<file path="config.mk">
export PLATFORM = sky130hd
export DESIGN_NAME = mem_port_flat
export DESIGN_NICKNAME = d
export VERILOG_FILES = /design/src/rtl/mem_port_if.sv /design/src/rtl/mem_port.sv /design/src/flat_wrapper.sv
export SDC_FILE = /design/constraint.sdc
export NUM_CORES = 1
export LEC_CHECK = 0
export ABC_AREA = 1
export CORE_ASPECT_RATIO = 0.5
export CORE_MARGIN = 1
export CORE_UTILIZATION = 28
export DETAILED_ROUTE_END_ITERATION = 10
export GPL_ROUTABILITY_DRIVEN = 0
export MAX_ROUTING_LAYER = met4
export PLACE_DENSITY = 0.58
export SLEW_MARGIN = 20
export SYNTH_ARGS = -nofsm -noshare
export SYNTH_HDL_FRONTEND = slang
export SYNTH_SLANG_ARGS = --single-unit
</file>
<file path="constraint.sdc">
create_clock -name clk -period 3.1 [get_ports clk]
set_input_delay 0.62 -clock clk [delete_from_list [all_inputs] [get_ports clk]]
set_output_delay 0.62 -clock clk [all_outputs]
set_load 0.1 [all_outputs]
</file>
<file path="src/rtl/mem_port_if.sv">
// -----------------------------------------------------------------------------
// mem_port_if
//   Word-organised 16-bit memory bus with byte enables and a request/acknowledge
//   handshake, as driven by mem_port.
//
//   Signals:
//     mem_req   master->slave  bus request, held until mem_ack
//     mem_we    master->slave  1 = write
//     mem_addr  master->slave  15-bit word address
//     mem_be    master->slave  byte enables, bit 1 = bits [15:8] (odd byte)
//     mem_wdata master->slave  write data
//     mem_rdata slave->master  read data, valid while mem_ack = 1
//     mem_ack   slave->master  completes the current request
// -----------------------------------------------------------------------------
interface mem_port_if;
    logic        mem_req;
    logic        mem_we;
    logic [14:0] mem_addr;
    logic [1:0]  mem_be;
    logic [15:0] mem_wdata;
    logic [15:0] mem_rdata;
    logic        mem_ack;

    modport master (
        output mem_req, mem_we, mem_addr, mem_be, mem_wdata,
        input  mem_rdata, mem_ack
    );

    modport slave (
        input  mem_req, mem_we, mem_addr, mem_be, mem_wdata,
        output mem_rdata, mem_ack
    );
endinterface

</file>
<file path="src/rtl/mem_port.sv">
// -----------------------------------------------------------------------------
// mem_port
//   Data-memory access stage. Turns the execute-phase strobes (rd_mem, wr_mem,
//   byt) plus byte address and store data into request/acknowledge beats on a
//   16-bit little-endian word bus, stalls the phase sequencer while a beat is
//   outstanding and returns load data (byte loads zero-extended).
//
//   Parameter:
//     TIMEOUT   cycles to wait for mem_ack in one beat before aborting (1..255)
//
//   Ports:
//     clk, rst          clock, asynchronous active-high reset
//     rd_mem, wr_mem    access strobes (write wins when both are set)
//     byt               1 = byte access, 0 = word access
//     addr, wdata       byte address and store data
//     rdata             load result, held until the next read completes
//     stall             combinational, high from the start cycle to the last beat
//     bus_err           one-cycle pulse after a timeout abort
//     misalign          one-cycle pulse on an odd-address word access
//     bus               memory bus (mem_port_if.master)
//
//   Build option:
//     MEM_PORT_UNALIGNED_EN  when defined, odd-address word accesses are split
//                            into two beats and misalign stays 0; otherwise
//                            the address LSB is dropped for word accesses.
// -----------------------------------------------------------------------------
module mem_port #(
    parameter int TIMEOUT = 255
) (
    input  logic        clk,
    input  logic        rst,
    input  logic        rd_mem,
    input  logic        wr_mem,
    input  logic        byt,
    input  logic [15:0] addr,
    input  logic [15:0] wdata,
    output logic [15:0] rdata,
    output logic        stall,
    output logic        bus_err,
    output logic        misalign,
    mem_port_if.master  bus
);

`ifdef MEM_PORT_UNALIGNED_EN
    localparam bit UNALIGNED = 1'b1;
`else
    localparam bit UNALIGNED = 1'b0;
`endif

    // The counter holds the number of further wait cycles allowed, so the
    // request stays up for exactly TIMEOUT cycles in one state.
    localparam logic [7:0] TMO_LOAD = 8'(TIMEOUT - 1);

    typedef enum logic [1:0] {IDLE, ACC1, ACC2, DONE} state_e;

    state_e      state_q, state_d;
    logic        we_q, we_d;
    logic        byt_q, byt_d;
    logic        lane_q, lane_d;          // addr[0] of the access
    logic        split_q, split_d;
    logic [7:0]  wdata_hi_q, wdata_hi_d;  // store byte for the second beat
    logic [7:0]  cnt_q, cnt_d;
    logic [15:0] rbuf_q, rbuf_d;          // read data assembled across beats
    logic [15:0] rdata_q, rdata_d;
    logic        req_q, req_d;
    logic        bus_we_q, bus_we_d;
    logic [14:0] bus_addr_q, bus_addr_d;
    logic [1:0]  be_q, be_d;
    logic [15:0] bus_wdata_q, bus_wdata_d;
    logic        bus_err_q, bus_err_d;
    logic        misalign_q, misalign_d;

    logic start;
    logic in_acc;
    logic first_split;

    assign start       = rd_mem | wr_mem;
    assign in_acc      = (state_q == ACC1) || (state_q == ACC2);
    assign first_split = (state_q == ACC1) && split_q;

    // Gated by rst so the sequencer is released the instant reset hits, even
    // though the control side may still hold its strobes.
    assign stall = !rst && (((state_q == IDLE) && start) || in_acc);

    assign rdata         = rdata_q;
    assign bus_err       = bus_err_q;
    assign misalign      = misalign_q;
    assign bus.mem_req   = req_q;
    assign bus.mem_we    = bus_we_q;
    assign bus.mem_addr  = bus_addr_q;
    assign bus.mem_be    = be_q;
    assign bus.mem_wdata = bus_wdata_q;

    always_comb begin
        // NOTE: every _d starts from its hold value so no path can infer a latch.
        state_d     = state_q;
        we_d        = we_q;
        byt_d       = byt_q;
        lane_d      = lane_q;
        split_d     = split_q;
        wdata_hi_d  = wdata_hi_q;
        cnt_d       = cnt_q;
        rbuf_d      = rbuf_q;
        rdata_d     = rdata_q;
        req_d       = req_q;
        bus_we_d    = bus_we_q;
        bus_addr_d  = bus_addr_q;
        be_d        = be_q;
        bus_wdata_d = bus_wdata_q;
        bus_err_d   = 1'b0;
        misalign_d  = 1'b0;

        case (state_q)
            IDLE: begin
                if (start) begin
                    we_d       = wr_mem;
                    byt_d      = byt;
                    lane_d     = addr[0];
                    split_d    = UNALIGNED && !byt && addr[0];
                    misalign_d = !UNALIGNED && !byt && addr[0];
                    wdata_hi_d = wdata[15:8];
                    cnt_d      = TMO_LOAD;
                    req_d      = 1'b1;
                    bus_we_d   = wr_mem;
                    bus_addr_d = addr[15:1];
                    if (byt) begin
                        be_d        = addr[0] ? 2'b10 : 2'b01;
                        bus_wdata_d = {wdata[7:0], wdata[7:0]};
                    end else if (UNALIGNED && addr[0]) begin
                        // Low store byte goes to the odd lane of the first word.
                        be_d        = 2'b10;
                        bus_wdata_d = {wdata[7:0], 8'h00};
                    end else begin
                        be_d        = 2'b11;
                        bus_wdata_d = wdata;
                    end
                    state_d = ACC1;
                end
            end

            ACC1, ACC2: begin
                if (bus.mem_ack) begin
                    if (first_split) begin
                        rbuf_d[7:0] = bus.mem_rdata[15:8];
                    end else if (state_q == ACC2) begin
                        rbuf_d[15:8] = bus.mem_rdata[7:0];
                    end else if (byt_q) begin
                        rbuf_d = {8'h00, lane_q ? bus.mem_rdata[15:8] : bus.mem_rdata[7:0]};
                    end else begin
                        rbuf_d = bus.mem_rdata;
                    end

                    if (first_split) begin
                        // Second beat: next word (wraps at 2^15), even lane.
                        state_d     = ACC2;
                        cnt_d       = TMO_LOAD;
                        bus_addr_d  = bus_addr_q + 15'd1;
                        be_d        = 2'b01;
                        bus_wdata_d = {8'h00, wdata_hi_q};
                    end else begin
                        state_d  = DONE;
                        req_d    = 1'b0;
                        bus_we_d = 1'b0;
                        be_d     = 2'b00;
                    end
                end else if (cnt_q == 8'd0) begin
                    state_d   = DONE;
                    req_d     = 1'b0;
                    bus_we_d  = 1'b0;
                    be_d      = 2'b00;
                    bus_err_d = 1'b1;
                    rbuf_d    = 16'hFFFF;
                end else begin
                    cnt_d = cnt_q - 8'd1;
                end
            end

            DONE: begin
                if (!we_q) begin
                    rdata_d = rbuf_q;
                end
                state_d = IDLE;
            end

            default: state_d = IDLE;
        endcase
    end

    always_ff @(posedge clk or posedge rst) begin
        if (rst) begin
            state_q     <= IDLE;
            we_q        <= 1'b0;
            byt_q       <= 1'b0;
            lane_q      <= 1'b0;
            split_q     <= 1'b0;
            wdata_hi_q  <= 8'h00;
            cnt_q       <= 8'h00;
            rbuf_q      <= 16'h0000;
            rdata_q     <= 16'h0000;
            req_q       <= 1'b0;
            bus_we_q    <= 1'b0;
            bus_addr_q  <= 15'h0000;
            be_q        <= 2'b00;
            bus_wdata_q <= 16'h0000;
            bus_err_q   <= 1'b0;
            misalign_q  <= 1'b0;
        end else begin
            // NOTE: non-blocking so every flop samples the pre-edge _d values.
            state_q     <= state_d;
            we_q        <= we_d;
            byt_q       <= byt_d;
            lane_q      <= lane_d;
            split_q     <= split_d;
            wdata_hi_q  <= wdata_hi_d;
            cnt_q       <= cnt_d;
            rbuf_q      <= rbuf_d;
            rdata_q     <= rdata_d;
            req_q       <= req_d;
            bus_we_q    <= bus_we_d;
            bus_addr_q  <= bus_addr_d;
            be_q        <= be_d;
            bus_wdata_q <= bus_wdata_d;
            bus_err_q   <= bus_err_d;
            misalign_q  <= misalign_d;
        end
    end

endmodule

</file>
<file path="src/flat_wrapper.sv">
// flat-port wrapper written by rule: the top's interface ports become plain ports
module mem_port_flat 
#(
    parameter int TIMEOUT = 255
)
  (clk, rst, rd_mem, wr_mem, byt, addr, wdata, rdata, stall, bus_err, misalign, bus_mem_req, bus_mem_we, bus_mem_addr, bus_mem_be, bus_mem_wdata, bus_mem_rdata, bus_mem_ack);
  mem_port_if bus_i ();
  input  logic clk;
  input  logic rst;
  input  logic rd_mem;
  input  logic wr_mem;
  input  logic byt;
  input  logic [15:0] addr;
  input  logic [15:0] wdata;
  output logic [15:0] rdata;
  output logic stall;
  output logic bus_err;
  output logic misalign;
  output wire logic [$bits(bus_i.mem_req)-1:0] bus_mem_req;
  output wire logic [$bits(bus_i.mem_we)-1:0] bus_mem_we;
  output wire logic [$bits(bus_i.mem_addr)-1:0] bus_mem_addr;
  output wire logic [$bits(bus_i.mem_be)-1:0] bus_mem_be;
  output wire logic [$bits(bus_i.mem_wdata)-1:0] bus_mem_wdata;
  input wire logic [$bits(bus_i.mem_rdata)-1:0] bus_mem_rdata;
  input wire logic [$bits(bus_i.mem_ack)-1:0] bus_mem_ack;
  assign bus_mem_req = bus_i.mem_req;
  assign bus_mem_we = bus_i.mem_we;
  assign bus_mem_addr = bus_i.mem_addr;
  assign bus_mem_be = bus_i.mem_be;
  assign bus_mem_wdata = bus_i.mem_wdata;
  assign bus_i.mem_rdata = bus_mem_rdata;
  assign bus_i.mem_ack = bus_mem_ack;
  mem_port #(.TIMEOUT(TIMEOUT)) u_core (.clk(clk), .rst(rst), .rd_mem(rd_mem), .wr_mem(wr_mem), .byt(byt), .addr(addr), .wdata(wdata), .rdata(rdata), .stall(stall), .bus_err(bus_err), .misalign(misalign), .bus(bus_i));
endmodule
</file>
==> summary.md, run 1 <==
The total congestion overflow was 0. Entering global routing, the biggest net connects 47 pins. In the routed design, unresolved DRC markers number 0. The depth of the worst hold-timing path was 2. sky130_fd_sc_hd__dfrtp_1 takes more of the synthesized area than any other cell. The startpoint identified for the worst register-to-register timing path is u_core.state_q[1]$_DFFE_PP0P_. The floorplan step defined a core boundary enclosing 0.0130 mm^2. The worst register-to-register path ends at u_core.bus.mem_wdata[10]$_DFFE_PP0P_.

Final setup violation count: 0. For this run, asynchronously set or reset flops after synthesis account for 100%. The number of synthesized register bits was 82; the number of enable-type register cells in the synthesized netlist was 0. STA classifies the critical path endpoint as a primary output.

Along the worst path, the maximum fanout reaches 10. Setup repair after global routing left no endpoint under its margin. Summing every instance area after synthesis gives 0.00381 mm^2. The total routing usage reported by global routing came out at 14.6%. The number of nets in the synthesized netlist is 500. The post-DP HPWL is 6.44 mm, and the die extent in x is 167 um. After Yosys synthesis, and, or, nand and nor cells account for 27.5% of the synthesized area.

Clock-pin slew was measured on the worst setup and hold paths at 0.06 ns. Of the available clock period, the critical path in the final layout requires 85.3%. Critical path class: register to primary output.

The tools report the critical path launch point as u_core.state_q[1]$_DFFE_PP0P_. The tools report the final design area excluding fillers as 0.00519 mm^2. Vertical extent of the die: 84.4 um. The mean instance size in the synthesized netlist works out to 8.65 um^2. In this run the worst setup path terminates at stall.

The run gives 0 as the count of final hold-check violations. By count the netlist is led by 184 x sky130_fd_sc_hd__nand2_1, 82 x sky130_fd_sc_hd__dfrtp_1, 32 x sky130_fd_sc_hd__nand3_1. For the worst setup path, the data required time is 2.48 ns. In the final timing run, aggregate negative setup slack is 0 ns.

Summing the sequential cell areas from Yosys gives 53.9% of the chip area. From synthesis to final layout, the design area changed by 36.4%. After technology mapping, the gate count stands at 440.

The mean number of vias per cell is 4.42. Post-CTS repair changed the size of 0 cells. Area fraction in compound gates after synthesis: 8.28%. TritonCTS built the clock tree.

For the worst-skew pair, the clock arrives at the later sink with an insertion delay of 0.34 ns. The logs give 4 for the number of optimization iterations in the first detailed-route pass and 2 for the maximum root-to-sink buffer count. Hold repair after CTS inserted 0 buffers. The final layout contains 604 nets. The top-level port count is 108, and the via total after detailed routing is 3181.

Yosys attributes the largest share of cell area to sky130_fd_sc_hd__dfrtp_1 54%, sky130_fd_sc_hd__nand2_1 18%, sky130_fd_sc_hd__nand3_1 4.2%. Max-slew violation count: 0. STA puts the critical path data arrival time at 2.02 ns.

The most used flip-flop cell after synthesis was sky130_fd_sc_hd__dfrtp_1. Counting cells, the worst reg-to-reg path comes to 6. Yosys instantiated no cell more often than sky130_fd_sc_hd__nand2_1. The highest achievable clock rate was 0.378 GHz; the first-iteration detailed-routing DRC count was 218.

The repair_antennas step left the layout with diodes totalling 0. The deepest level of the CTS H-tree was 3. The tools report the number of buffers added by the clock tree synthesis step as 9.

After synthesis, the largest family of logic cells by area is simple AND/OR/NAND/NOR gates. The post-route netlist has 18.4% of its cells at a drive strength greater than 1. Reg-to-reg setup timing slack: 1.05 ns. Of the total synthesized cell area, the portion taken by XOR and XNOR cells is 0.230%.

The worst hold path class was register to register. Dividing the detail-routed wire length by the instance count gives 12.9 um. The run finished with clean final reports.

The number of clock sinks is 82. The transition at the pin with the smallest max-transition slack works out to 0.802 ns. The worst pin sits at a relative slew slack of 46.4%. Of the post-synthesis cell area, the dominant cell type holds 53.9%.

Row generation in the floorplan step produced 29 rows. The initial utilization of the core area, before any placement, comes to 29.4%. After Yosys synthesis, full adders, half adders and majority gates account for 1.97% of the synthesized area. The post-CTS repair timing setup buffer count was 0. The worst setup path is launched from a register. The root buffer cell is sky130_fd_sc_hd__clkbuf_16. Buffers placed on the I/O ports in this run total 107.

The remaining number of nets flagged by the antenna check after routing came out at 0. The final period demand of the worst path is 2.64 ns. After synthesis, the netlist uses 30 different library cells. For this run, the number of Yosys warnings is 0.

The initial antenna violation count is 0, and the share of synthesized area spent on multiplexers is 2.37%. The number of global-route vias before repair was 3138; the standard cell area after detailed placement was 0.00489 mm^2. The max-cap violation count was 0. The final wirelength is 9.29 mm, and the clock skew is 0.00548 ns. The first global-routing pass estimated 15.7 mm of wire.

The die covers 0.0141 mm^2.
-- cell usage in the layout, fill, tap and decap left out, types with 8 or more instances in the layout --
| cell | n |
|---|---|
| sky130_fd_sc_hd__a22oi_1 | 8 |
| sky130_fd_sc_hd__buf_4 | 56 |
| sky130_fd_sc_hd__clkbuf_16 | 9 |
| sky130_fd_sc_hd__clkdlybuf4s50_1 | 53 |
| sky130_fd_sc_hd__dfrtp_1 | 82 |
| sky130_fd_sc_hd__inv_1 | 21 |
| sky130_fd_sc_hd__mux2_2 | 8 |
| sky130_fd_sc_hd__nand2_1 | 184 |
| sky130_fd_sc_hd__nand3_1 | 32 |
| sky130_fd_sc_hd__nor2_1 | 29 |
| sky130_fd_sc_hd__o21ai_0 | 13 |
| sky130_fd_sc_hd__o21ai_1 | 12 |
| sky130_fd_sc_hd__o31ai_2 | 8 |
-- critical path: stages, from the launching register on --
cell and delay [ns]:
sky130_fd_sc_hd__dfrtp_1 0.43, sky130_fd_sc_hd__inv_1 0.06, sky130_fd_sc_hd__ha_1 0.57, sky130_fd_sc_hd__inv_2 0.14
sky130_fd_sc_hd__a21oi_1 0.27, sky130_fd_sc_hd__buf_12 0.21
-- kinds of logic after synthesis --
kind of cell / count (synthesis)
simple gates: 254
mux: 8
buf+inv: 45
xor+xnor: 1
compound gates: 44
fa+ha+maj: 6
flops: 82
-- state kept, by name, indices dropped and copies added (netlist names) --
| register | flops |
|---|---|
| u_core.byt_q | 1 |
| u_core.bus.mem_req | 1 |
| u_core.bus.mem_be | 2 |
| u_core.cnt_q | 8 |
| u_core.rbuf_q | 16 |
| u_core.bus.mem_we | 1 |
| u_core.misalign | 1 |
| u_core.state_q | 2 |
| u_core.rdata | 16 |
| u_core.lane_q | 1 |
| u_core.bus.mem_wdata | 16 |
| u_core.bus_err | 1 |
| u_core.bus.mem_addr | 15 |
| u_core.we_q | 1 |
-- cell type report --
| cell class | instances | area (um^2) |
|---|---|---|
| clock buffer | 14 | 264 |
| clock inverter | 2 | 35.0 |
| fill | 1327 | 7760 |
| inverter | 27 | 103 |
| multi-input combinational | 313 | 1540 |
| sequential | 82 | 2050 |
| tap | 170 | 213 |
| timing repair buffer | 111 | 991 |
-- routing by layer --
metal / part of all wire, % / GRT usage (%) / vias up / wire length, um
met5: 0 / - / - / 0
met4: 1.8 / 5.30 / 0 / 165
met3: 4.1 / 3.82 / 14 / 381
met2: 49 / 23.7 / 67 / 4520
met1: 45 / 17.6 / 1492 / 4220
li1: - / - / 1608 / -
-- how the worst min path moves through the flow --
stage | from | to | slack [ns]
3_5_place_dp | u_core.bus.mem_wdata[6]$_DFFE_PP0P_ | u_core.bus.mem_wdata[6]$_DFFE_PP0P_ | 0.46
5_1_grt | u_core.bus.mem_wdata[1]$_DFFE_PP0P_ | u_core.bus.mem_wdata[1]$_DFFE_PP0P_ | 0.49
6_report | u_core.rbuf_q[6]$_DFFE_PP0P_ | u_core.rbuf_q[6]$_DFFE_PP0P_ | 0.47
4_1_cts | u_core.rbuf_q[6]$_DFFE_PP0P_ | u_core.rbuf_q[6]$_DFFE_PP0P_ | 0.47
2_1_floorplan | u_core.rbuf_q[0]$_DFFE_PP0P_ | u_core.rbuf_q[0]$_DFFE_PP0P_ | 0.44
3_3_place_gp | u_core.rbuf_q[7]$_DFFE_PP0P_ | u_core.rbuf_q[7]$_DFFE_PP0P_ | 0.45
-- metrics by stage --
step	worst slack, ns	cells	hold WS [ns]	util (%)
2_1_floorplan	0.0549	440	0.438	-
3_3_place_gp	0.717	703	0.454	37.8
3_5_place_dp	0.700	703	0.460	37.8
4_1_cts	0.441	719	0.474	40.1
5_1_grt	0.345	719	0.493	40.1
6_report	0.457	719	0.468	40.1
Power of run 1 is not shown: default switching activity piles up to over one toggle a cycle in this logic, so the estimate is an artifact.
==> run 2: changes to the inputs <==
CORE_UTILIZATION = 35   (was 28)
PLACE_DENSITY = 0.68   (was 0.58)
TNS_END_PERCENT = 5   (was unset)
==> run 2 against run 1 <==
  * Clock skew barely moved
  * Sequential share of layout area up 0.38 points
  * Hold slack barely moved
  * Worst setup slack hardly changed
  * Critical path depth unchanged
  * Wire length decreased by 4.8%
  * Highest routed layer unchanged
==> summary.md, run 2 (synthesis results as in run 1) <==
The flow ran to the end, and the final reports show no timing, DRC or antenna violations. The delay contributed by the slowest stage of the critical path was 0.57 ns (about the same). The number of clock sinks came out at 82 (unchanged). The tools report the summed negative setup slack over all endpoints as 0 ns (unchanged).

The final setup violation count was 0 (unchanged). Leaving out fill and tap cells, the most frequent cell in the layout is sky130_fd_sc_hd__nand2_1. The highest achievable clock rate is 0.378 GHz (about the same), and the first-pass GRT wire length is 14.5 mm (-7.6%). In the layout the commonest cells are 184 x sky130_fd_sc_hd__nand2_1, 82 x sky130_fd_sc_hd__dfrtp_1, 56 x sky130_fd_sc_hd__buf_4. The maximum net fanout on the critical path came out at 10 (unchanged). STA classifies the critical path startpoint as a register. The run gives 2.48 ns (about the same) as the data required time at the worst endpoint. The clock slew seen by the registers of the worst setup and hold paths was 0.06 ns (about the same). The run gives 3024 (-3.6%) as the number of global-route vias before repair.

Number of buffers added by the clock tree synthesis step: 9 (unchanged). The vertical extent of the die works out to 75.7 um (-10%). The max-slew violation count is 0 (unchanged), and the remaining routing DRC violations is 0 (unchanged). STA classifies the critical path endpoint as a primary output.

The number of I/O port buffers was 107 (unchanged); the remaining number of nets flagged by the antenna check after routing was 0 (unchanged). For the number of cells in the finished layout apart from fillers, the log shows 688 (-4.3%). Post-DP HPWL: 6.39 mm (-0.78%). The fraction of final layout cells sized beyond drive strength 1 was 18.4% (+0.034 points); the die extent in x was 149 um (-10%).

The transition at the pin with the smallest max-transition slack came out at 0.814 ns (+0.0127 ns). TritonCTS built the clock tree. The post-CTS repair timing setup buffer count was 0 (unchanged); the growth of design area from synthesis to finish was 35.1%. For the final net count, the log shows 604 (unchanged).

The worst hold path class is register to register. The number of inserted filler cells in the final layout is 1005 (-24%). The final period demand of the worst path was 2.64 ns (+0.000154 ns). The worst slew slack as a fraction of its limit was 45.6% (-0.85 points). The master of the slowest instance on the critical path is sky130_fd_sc_hd__ha_1. The count of final hold-check violations is 0 (unchanged), and the number of placed instances, taps included is 673 (-4.3%).

The final critical-path share of the clock period came out at 85.3% (about the same). The maximum root-to-sink buffer count is 2 (unchanged), and the antenna diode instance count is 0 (unchanged). The tools report the max-cap violation count as 0 (unchanged).

The largest net degree at the start of global routing was 41 (-13%); the clock latency of the later-clocked register in the worst-skew pair was 0.33 ns (about the same). The deepest level of the CTS H-tree was 3 (unchanged); the buffer and inverter count on the worst path was 3 (unchanged). The number of buffers added to fix hold violations after cts came out at 0 (unchanged). The final wirelength is 8.84 mm (-4.8%). The tools report the first-iteration detailed-routing DRC count as 232 (+6.4%). The floorplan die area was 0.0113 mm^2 (-20%); the via total after detailed routing was 3188 (+0.22%). Standard-cell row count: 26 (-10%). The number of gates given a new drive strength after cts is 0 (unchanged).

The tools report the worst path arrival time as 2.02 ns (about the same). The top-level port count is 108 (unchanged). Setup repair after global routing left no endpoint under its margin. The initial antenna violation count is 0 (unchanged), and the mean number of vias per cell is 4.63 (+4.7%).

The logs give 36.7% (+7.3 points) for the effective utilization at floorplan and 0.0104 mm^2 (-20%) for the placeable core region. In this run the clock root is driven by a sky130_fd_sc_hd__clkbuf_16. Walking the worst path, the cells encountered are inv_1 > ha_1 > inv_2 > a21oi_1 > buf_12.

Kind of cell adding the most delay to the critical path: adder cells. The critical path class was register to primary output. The tools report the number of optimization iterations in the first detailed-route pass as 5 (+1).

The worst-case hold slack is 0.469 ns (+0.000115 ns). The clock skew is 0.00523 ns (-0.000250 ns). The run gives 0 (unchanged) as the total congestion overflow.

The total routing usage reported by global routing is 17.4% (+2.8 points). The mean routed wirelength per cell was 12.9 um (-0.51%).
==> run 2: path summary, 6_finish.rpt <==
path	from	slack, ns	cells past startpoint	to
max reg2reg	u_core.state_q[0]$_DFFE_PP0P_	0.69	6	u_core.bus.mem_wdata[9]$_DFFE_PP0P_
max in group asynchronous	rst	1.72	3	u_core.bus.mem_addr[8]$_DFFE_PP0P_
min in group asynchronous	rst	0.71	2	u_core.cnt_q[2]$_DFFE_PP0P_
min reg2reg	u_core.rbuf_q[1]$_DFFE_PP0P_	0.47	2	u_core.rbuf_q[1]$_DFFE_PP0P_
max	u_core.state_q[0]$_DFFE_PP0P_	0.46	5	stall
min	u_core.rbuf_q[1]$_DFFE_PP0P_	0.47	2	u_core.rbuf_q[1]$_DFFE_PP0P_
==> run 2: per-stage QoR <==
stage | utilization, % | setup slack, ns | area, um^2
after floorplan | - | 0.0549 | 3810
after global placement | 46.8 | 0.378 | 4860
after detailed placement | 46.8 | 0.364 | 4860
after CTS | 49.6 | 0.439 | 5140
after global routing | 49.6 | 0.328 | 5140
final | 49.6 | 0.456 | 5140
==> run 2: tightest hold or removal path: stages (launching register included) <==
cell                      delay, ns
sky130_fd_sc_hd__dfrtp_1       0.34
sky130_fd_sc_hd__nand2_1       0.05
sky130_fd_sc_hd__nand2_1       0.04
==> run 2: layout make-up <==
cell class	instances	area, um^2	area share (%)
flip-flops and latches	82	2050	39.9
multi-input cells	313	1540	29.9
repair buffers	111	991	19.3
clock buffers	12	246	4.79
well taps	140	175	3.41
inverters	27	103	2.00
clock inverters	3	40.0	0.779
==> run 2: layer usage <==
metal  up-vias  track usage [%]  share of wire (%)
met3        12             4.31                4.0
met4         0             7.94                1.2
met5         -                -                  0
met2        73             27.6                 49
met1      1492             21.4                 46
li1       1611                -                  -
Power of run 2 is left out for the same reason.
==> run 3: changes to the inputs <==
CORE_UTILIZATION = 40   (was 35)
PLACE_DENSITY = 0.75   (was 0.68)
clock period = 2.85 ns   (was 3.1 ns; I/O delays follow)
==> run 3 against run 2 <==
  * Register-to-register slack got worse by 0.17 ns
  * Sequential share of layout area increased by 0.30 points
  * Clock skew decreased by 0.00063 ns
  * Die area decreased by 12%
  * Critical path depth unchanged
  * First-iteration DRC count increased by 3.9%
  * Worst setup slack got worse by 0.14 ns
  * Cell area decreased by 0.75%
  * Via count about the same
  * Critical endpoint unchanged
  * Highest routed layer unchanged
==> summary.md, run 3 (synthesis results as in run 1) <==
The flow ran to the end, and the final reports show no timing, DRC or antenna violations. For the final design area excluding fillers, the log shows 0.00510 mm^2 (-0.75%). The number of buffers added by the clock tree synthesis step came out at 9 (unchanged).

The worst hold path class was register to register. The clock slew seen by the registers of the worst setup and hold paths is 0.06 ns (about the same). The via total after detailed routing is 3191 (+0.094%), and the first-iteration detailed-routing DRC count is 241 (+3.9%).

The worst slew slack as a fraction of its limit came out at 47.7% (+2.2 points). CTS placed an instance of sky130_fd_sc_hd__clkbuf_16 at the clock tree root. The summed negative setup slack over all endpoints was 0 ns (unchanged). For the number of gates given a new drive strength after cts, the log shows 0 (unchanged). The most common cell after layout, fill and taps aside was sky130_fd_sc_hd__nand2_1. The logs give 0 (unchanged) for the total congestion overflow and 82 (unchanged) for the number of clock sinks. The vertical extent of the die is 71.0 um (-6.3%).

The initial antenna violation count was 0 (unchanged); the standard cell area after detailed placement was 0.00484 mm^2 (-0.26%). Post-DP HPWL: 6.25 mm (-2.3%). The number of placed instances, taps included was 650 (-3.4%); the die extent in x was 140 um (-6.4%). The max-slew violation count is 0 (unchanged). The logs give 0 (unchanged) for the remaining number of nets flagged by the antenna check after routing and 2.28 ns (-0.20 ns) for the data required time at the worst endpoint. The deepest level of the CTS H-tree was 3 (unchanged). The tools report the worst-case hold slack as 0.471 ns (+0.00287 ns). The antenna diode instance count was 0 (unchanged). The final critical-path share of the clock period came out at 88.9%.

The length in cells of the worst reg-to-reg path is 6 (unchanged), and the final setup violation count is 0 (unchanged). STA classifies the critical path startpoint as a register. Startpoint of the lowest-slack register-to-register path: u_core.state_q[0]$_DFFE_PP0P_.

The tools report the number of global-route vias before repair as 3177 (+5.1%). Setup repair after global routing left no endpoint under its margin. The number of optimization iterations in the first detailed-route pass is 4 (-1). The depth of the worst hold-timing path came out at 2 (unchanged). The tools report the clock latency of the later-clocked register in the worst-skew pair as 0.33 ns (about the same). The launch instance of the worst min-delay path is u_core.rbuf_q[3]$_DFFE_PP0P_. The worst hold path terminates at u_core.rbuf_q[3]$_DFFE_PP0P_. The first-pass GRT wire length was 14.9 mm (+2.6%). The mean routed wirelength per cell works out to 13.1 um (+1.6%). TritonCTS built the clock tree. The worst path needs 2.53 ns of the cycle, external delays included.

The transition at the pin with the smallest max-transition slack is 0.782 ns (-0.0322 ns). STA classifies the critical path endpoint as a primary output. The number of cells in the finished layout apart from fillers was 664 (-3.5%).

The worst flop-to-flop path endpoint is u_core.bus.mem_wdata[13]$_DFFE_PP0P_. The run gives 0 (unchanged) as the number of buffers added to fix hold violations after cts. Static timing analysis puts the maximum clock frequency at 0.395 GHz. The top-level port count was 108 (unchanged). Effective utilization at floorplan: 42.4% (+5.7 points). The critical path is of the register to primary output type. The placeable core region was 0.00898 mm^2 (-13%); the fraction of final layout cells sized beyond drive strength 1 was 18.6% (+0.22 points). Growth of design area from synthesis to finish: 34.1%.

The total routing usage reported by global routing is 19.8% (+2.4 points). The standard-cell row count was 24 (-7.7%); the final net count was 604 (unchanged). The library cells used most frequently in the layout, excluding fill and tap cells, are 184 x sky130_fd_sc_hd__nand2_1, 82 x sky130_fd_sc_hd__dfrtp_1, 55 x sky130_fd_sc_hd__buf_4. For the floorplan die area, the log shows 0.00993 mm^2 (-12%). The run gives 2 (unchanged) as the maximum root-to-sink buffer count. The maximum net fanout on the critical path is 10 (unchanged), and the count of final hold-check violations is 0 (unchanged).

The logs give 0.52 ns (-0.17 ns) for the reg-to-reg setup timing slack and 8.67 mm (-1.9%) for the final wirelength. For the post-CTS repair timing setup buffer count, the log shows 0 (unchanged). The remaining routing DRC violations was 0 (unchanged). Max-cap violation count: 0 (unchanged). The largest net degree at the start of global routing came out at 71 (+73%). The mean number of vias per cell works out to 4.81 (+3.7%). The number of I/O port buffers came out at 107 (unchanged). The worst path arrival time is 1.96 ns (-0.06 ns). For the clock skew, the log shows 0.00461 ns (-0.000628 ns).
run 3: cell types whose count changed in the layout (fill, tap and decap cells not counted), sizes merged:
cell	before	now
clkinvlp	0	1
bufinv	1	0
clkbuf	12	11
run 3: worst max-delay path, cell delays in order (launching register included):
cell and delay [ns]:
sky130_fd_sc_hd__dfrtp_1 0.40, sky130_fd_sc_hd__inv_1 0.10, sky130_fd_sc_hd__ha_1 0.56, sky130_fd_sc_hd__inv_2 0.14, sky130_fd_sc_hd__a21oi_2 0.23, sky130_fd_sc_hd__buf_12 0.20
run 3: worst max path at each step:
stage	start	endpoint	slack, ns	cells after the start
2_1_floorplan	rst	u_core.bus.mem_addr[0]$_DFFE_PP0P_	0.17	1
3_3_place_gp	wr_mem	u_core.bus.mem_wdata[8]$_DFFE_PP0P_	0.36	6
3_5_place_dp	wr_mem	u_core.bus.mem_wdata[13]$_DFFE_PP0P_	0.25	6
4_1_cts	u_core.state_q[0]$_DFFE_PP0P_	stall	0.28	5
5_1_grt	u_core.state_q[0]$_DFFE_PP0P_	stall	0.22	5
6_report	u_core.state_q[0]$_DFFE_PP0P_	stall	0.32	5
run 3: cell type report:
type                    count  area, um^2
well taps                 117         146
inverters                  27         103
flip-flops and latches     82        2050
multi-input cells         313        1540
clock buffers              11         243
fillers                   815        3870
repair buffers            111        1000
clock inverters             3        17.5
run 3: metal layers:
layer | GRT usage [%] | wire length [um] | share of wire [%]
met4 | 7.08 | 120 | 1.4
met3 | 4.27 | 360 | 4.2
met2 | 32.6 | 4220 | 49
met5 | - | 0 | 0
met1 | 24.4 | 3970 | 46
run 3: through the flow:
step / setup WS [ns] / utilization [%]
after CTS: 0.282 / 56.8
after global routing: 0.222 / 56.8
after floorplan: 0.172 / -
after global placement: 0.364 / 53.9
after detailed placement: 0.254 / 53.9
final: 0.316 / 56.8
Power of run 3 is left out for the same reason.
